## src/rtl/gamma_cycle_ctrl.sv

```systemverilog
// Gamma-cycle sequencer for a race-logic datapath: per cycle a local reset phase,
// then a compute phase with an input-launch window that lets every output pulse finish.
module gamma_cycle_ctrl #(
  parameter int GAMMA_CYCLE_WIDTH = 16,
  parameter int RESET_CYCLES      = 2,
  parameter int PULSE_WIDTH       = 8,
  parameter int NUM_CYCLES_WIDTH  = 8
) (
  input  logic                                  aclk,
  input  logic                                  grst_n,
  input  logic                                  start,
  input  logic                                  stop,
  input  logic [NUM_CYCLES_WIDTH-1:0]           num_cycles,
  output logic                                  busy,
  output logic                                  lrst,
  output logic                                  in_en,
  output logic [$clog2(GAMMA_CYCLE_WIDTH)-1:0]  t_count,
  output logic                                  gamma_start,
  output logic                                  gamma_done,
  output logic [NUM_CYCLES_WIDTH-1:0]           cycle_idx,
  output logic                                  done
);

  localparam int C  = GAMMA_CYCLE_WIDTH - RESET_CYCLES;
  localparam int TW = $clog2(GAMMA_CYCLE_WIDTH);
  localparam int RW = (RESET_CYCLES > 1) ? $clog2(RESET_CYCLES) : 1;

  localparam logic [TW-1:0] T_LAST   = TW'(C - 1);
  localparam logic [TW-1:0] T_IN_END = TW'(C - PULSE_WIDTH);
  localparam logic [RW-1:0] R_LAST   = RW'(RESET_CYCLES - 1);

  generate
    if (RESET_CYCLES < 1 || C <= PULSE_WIDTH) begin : g_illegal
      $error("gamma_cycle_ctrl: need RESET_CYCLES >= 1 and compute length > PULSE_WIDTH");
    end
  endgenerate

  typedef enum logic [1:0] {
    S_IDLE,
    S_RESET,
    S_COMPUTE,
    S_DONE
  } state_t;

  state_t                      state;
  logic [RW-1:0]               rst_cnt;
  logic [NUM_CYCLES_WIDTH-1:0] num_lat;
  logic                        stop_pending;
  logic [TW-1:0]               t_next;
  logic                        finished;

  assign t_next = t_count + 1'b1;

  // A zero count means free-run: only a stop request can end the run.
  assign finished = stop_pending | stop |
                    ((num_lat != '0) && (cycle_idx == num_lat - 1'b1));

  always_ff @(posedge aclk or negedge grst_n) begin
    if (!grst_n) begin
      state        <= S_IDLE;
      rst_cnt      <= '0;
      num_lat      <= '0;
      stop_pending <= 1'b0;
      busy         <= 1'b0;
      lrst         <= 1'b1;
      in_en        <= 1'b0;
      t_count      <= '0;
      gamma_start  <= 1'b0;
      gamma_done   <= 1'b0;
      cycle_idx    <= '0;
      done         <= 1'b0;
    end else begin
      gamma_start <= 1'b0;
      gamma_done  <= 1'b0;
      done        <= 1'b0;
      case (state)
        S_IDLE: begin
          busy    <= 1'b0;
          lrst    <= 1'b1;
          in_en   <= 1'b0;
          t_count <= '0;
          if (start) begin
            num_lat      <= num_cycles;
            cycle_idx    <= '0;
            stop_pending <= 1'b0;
            rst_cnt      <= '0;
            busy         <= 1'b1;
            state        <= S_RESET;
          end
        end

        S_RESET: begin
          if (stop) stop_pending <= 1'b1;
          if (rst_cnt == R_LAST) begin
            state       <= S_COMPUTE;
            lrst        <= 1'b0;
            t_count     <= '0;
            gamma_start <= 1'b1;
            in_en       <= ('0 < T_IN_END);
            gamma_done  <= (T_LAST == '0);
          end else begin
            rst_cnt <= rst_cnt + 1'b1;
          end
        end

        S_COMPUTE: begin
          if (stop) stop_pending <= 1'b1;
          if (t_count == T_LAST) begin
            // The gamma cycle has fully completed; decide between another cycle and the end.
            in_en   <= 1'b0;
            t_count <= '0;
            lrst    <= 1'b1;
            if (finished) begin
              state <= S_DONE;
              done  <= 1'b1;
            end else begin
              cycle_idx <= cycle_idx + 1'b1;
              rst_cnt   <= '0;
              state     <= S_RESET;
            end
          end else begin
            t_count    <= t_next;
            in_en      <= (t_next < T_IN_END);
            gamma_done <= (t_next == T_LAST);
          end
        end

        S_DONE: begin
          state <= S_IDLE;
          busy  <= 1'b0;
          lrst  <= 1'b1;
        end

        default: state <= S_IDLE;
      endcase
    end
  end

endmodule

```

## config.mk

```make
export PLATFORM = sky130hd
export DESIGN_NAME = gamma_cycle_ctrl
export DESIGN_NICKNAME = d
export VERILOG_FILES = /design/src/rtl/gamma_cycle_ctrl.sv
export SDC_FILE = /design/constraint.sdc
export NUM_CORES = 1
export LEC_CHECK = 0
export BUFFER_PORTS_ARGS = -buffer_cell sky130_fd_sc_hd__buf_2
export CAP_MARGIN = 0
export CORE_MARGIN = 5
export CORE_UTILIZATION = 50
export CTS_CLUSTER_DIAMETER = 50
export DETAILED_ROUTE_END_ITERATION = 12
export GPL_TIMING_DRIVEN = 0
export HOLD_SLACK_MARGIN = 0.06
export PLACE_DENSITY = 0.78
export SYNTH_ARGS = -nofsm -noshare
export SYNTH_HDL_FRONTEND = slang
export SYNTH_SLANG_ARGS = --single-unit
```

## constraint.sdc

```tcl
create_clock -name aclk -period 2.99 [get_ports aclk]
set_clock_uncertainty 0.2 [all_clocks]
set_input_delay 0.598 -clock aclk [delete_from_list [all_inputs] [get_ports aclk]]
set_output_delay 0.598 -clock aclk [all_outputs]
set_load 0.01 [all_outputs]
```

==> impl_metrics.tcl <==
set metrics [dict create \
    outcome "complete, no violations" \
    crit_path_max_fanout 6 \
    floorplan.initialDensity_pct 51.1 \
    syn2layout_area_growth_pct 17.0 \
    fin_cells 272 \
    worst_setup_hold_path_clk_slew_ns 0.07 \
    ys_seq_elements 30 \
    yosys-top-cells-area "sky130_fd_sc_hd__dfrtp_1 (39%), sky130_fd_sc_hd__ha_1 (6.7%), sky130_fd_sc_hd__mux2_2 (5.5%), sky130_fd_sc_hd__xnor2_1 (3.8%), sky130_fd_sc_hd__and3_1 (3.0%)" \
    min_path_type "input pin to async pin" \
    grt_pass1_vias 1556 \
    worst_ir_drop_vdd_uv 549 \
    vias 1558 \
    yosysSeqAreaShare_pct 40.5 \
    clock-sinks 30 \
    ys.flop_type "sky130_fd_sc_hd__dfrtp_1" \
    floorplan.die.width_um 70.9 \
    worst_setup_path_start_kind "flop" \
    clk_root_buffer_cell "sky130_fd_sc_hd__clkbuf_8" \
    synth_warnings 0 \
    worstRegToRegCells 8 \
    synth.cells.most_frequent "sky130_fd_sc_hd__dfrtp_1 (29), sky130_fd_sc_hd__nand2_1 (15), sky130_fd_sc_hd__nor2_1 (11)" \
    syn-mean-instance-area_um2 9.92 \
    dpl_cell_area_um2 2060 \
    routed_wire_length_per_instance_um 15.1 \
    clock_buffer_count_from_cts 5 \
    post-route-cell-area_um2 2170 \
    drive_gt1_share_pct 25.9 \
    drc_errors 0 \
    yosys.area_share.xor_xnor_pct 5.19 \
    worst_ep_arrival_time_ns 2.63 \
    endpoint_class_of_the_critical_path "flop" \
    grt_setup_unrepaired "no" \
    worstSkewPairLatency_ns 0.28 \
    fmax_mhz 375 \
    postLayoutCoreUtil_pct 59.7 \
    post_synth_num_cell_types 49 \
    power.leakage_nw 1.04 \
    number_of_placed_cells_counting_well_taps 264 \
    timing_max_transition_violations_final 0 \
    adder_and_majority_gate_portion_of_the_synthesized_area_pct 6.74 \
    dominant_combinational_cell_family_by_area_after_synthesis "simple AND/OR/NAND/NOR gates" \
    timing.final.setup_violations 0 \
    synth_area_leader_cell "sky130_fd_sc_hd__dfrtp_1" \
    cts_tree "yes" \
    fp.dieH_um 70.9 \
    number_of_antenna_violations_at_the_first_check_in_global_routing 0 \
    post_synth_and_or_nand_nor_area_fraction_pct 20.7 \
    post_synth_edffs 0 \
    maxCapViolCount 0 \
    setup.worst_path.class "flop to flop" \
    layout_net_count 245 \
    max_slew_margin_pct 54.4 \
    grt_overflow 0 \
    p_per_area_nw_per_um2 973 \
    maximum_number_of_pins_on_one_net_before_global_route_repair 31 \
    synth_compound_area_share_pct 17.5 \
    route.final.wire_length_um 4110 \
    first_pass_grt_wire_length_um 7060 \
    total_of_hold_buffers_inserted_after_clock_tree_synthesis 0 \
    setup-tns-final_ns 0 \
    period_minus_slack_ns 2.67 \
    route.detailed.vias_per_inst 5.73 \
    synth.cell_area_um2 1860 \
    setup.worst_path.start "num_lat[0]" \
    dp.final_hpwl_um 3030 \
    share_of_synthesized_area_spent_on_multiplexers_pct 6.07 \
    numPortBuffers 29 \
    count_of_antenna_diodes_in_the_layout 0 \
    placeableCoreArea_um2 3630 \
    cts-resized-gates 0 \
    reg2reg_setup_slack_ns 0.32 \
    drtIter0Drc 105 \
    final.period_utilization_pct 89.3 \
    h_tree_level_count 2 \
    grtUsageTotal_pct 17.2 \
    io-pin-count 30 \
    gp_congestion 0.860 \
    cts_post_setup_buffers_inserted 0 \
    transition_time_at_the_pin_with_the_least_slew_margin_ns 0.685 \
    worst-endpoint-required_ns 2.95 \
    finalHoldViolCount 0 \
    cts_buffer_depth 2 \
    yosysTopAreaCellShare_pct 39.1 \
    antenna_violation_net_count_after_detailed_routing 0 \
    synth-async-reset-ratio_pct 100 \
    floorplan.rows 22 \
    postSynthNetCount 209 \
    post-synth-top-count-cell "sky130_fd_sc_hd__dfrtp_1" \
    rr_startpoint "num_lat[0]" \
    die_area_um2 5030 \
    synth_cells 187 \
    drtPass1Iterations 4 \
]
## final cells by class
| cell class | instances | area [um^2] |
|---|---|---|
| multi-input combinational | 143 | 1040 |
| buffer | 5 | 26.3 |
| inverter | 9 | 33.8 |
| tap | 48 | 60.1 |
| clock buffer | 8 | 110 |
| timing repair buffer | 29 | 145 |
| fill | 336 | 1460 |
| sequential | 30 | 752 |
## worst paths after layout
check                                     to
max in group asynchronous         num_lat[6]
worst min register to register       rst_cnt
worst max register to register       rst_cnt
worst min-delay path            cycle_idx[3]
min in group aclk                    rst_cnt
worst max-delay path                 rst_cnt
## kinds of logic (layout without fill, tap and decap cells)
kind of cell,count (synthesis),after routing
and+or+nand+nor,68,68
AOI/OAI and AO/OA,44,44
DFF,30,30
buffers and inverters,14,51
xor gates and xnor gates,11,11
adders and majority gates,10,10
muxes,10,10
## through the flow
stage	total power, mW	hold WS, ns	setup slack [ns]
final	2.11	0.153	0.321
after global routing	2.28	0.207	0.145
after CTS	2.12	0.175	0.314
after detailed placement	1.73	0.295	0.338
after global placement	1.69	0.294	0.360
after floorplan	1.46	0.102	0.537
## layout by cell type (no fill, tap or decap), drive strengths merged, types with 2 or more instances in the layout
cell type	synthesis	final
buf	1	30
nor2b	3	3
a21oi	9	9
o21ai	9	9
nor2	11	11
nand4	4	4
a31oi	2	2
a21o	2	2
or3	2	2
and2	2	2
a211o	3	3
xor2	3	3
nand2b	3	3
nand3	7	7
a211oi	3	3
o31ai	5	5
dfrtp	29	29
mux2	10	10
o211ai	3	3
xnor2	8	8
nand2	15	15
ha	10	10
or4	2	2
or2	2	2
clkbuf	4	12
nor4	2	2
inv	9	9
and3	9	9
## where the power goes
| part | internal, mW | switching [mW] |
|---|---|---|
| sequential | 0.548 | 0.164 |
| combinational | 0.437 | 0.578 |
| clock | 0.232 | 0.152 |
## per-layer routing
layer / GRT usage (%) / up-vias / routed length (um)
li1: - / 761 / -
met1: 22.2 / 743 / 1870
met2: 27.8 / 44 / 1940
met3: 3.69 / 10 / 223
met4: 7.10 / 0 / 78
met5: 0 / - / 0
## flip-flops by register name (all words and copies together) (netlist names)
| name | cells |
|---|---|
| busy | 1 |
| cycle_idx | 8 |
| done | 1 |
| gamma_done | 1 |
| gamma_start | 1 |
| in_en | 1 |
| lrst | 1 |
| num_lat | 8 |
| rst_cnt | 1 |
| state | 2 |
| stop_pending | 1 |
| t_count | 4 |
## critical path: stages (launching register included)
cell and delay [ns]:
sky130_fd_sc_hd__dfrtp_1 0.44, sky130_fd_sc_hd__inv_1 0.08, sky130_fd_sc_hd__ha_1 0.24, sky130_fd_sc_hd__nand2b_4 0.08
sky130_fd_sc_hd__or4_4 0.52, sky130_fd_sc_hd__a211oi_2 0.29, sky130_fd_sc_hd__nand4_1 0.22, sky130_fd_sc_hd__nand3b_1 0.16
sky130_fd_sc_hd__mux2_1 0.32
(Power assumes the default switching activity.)
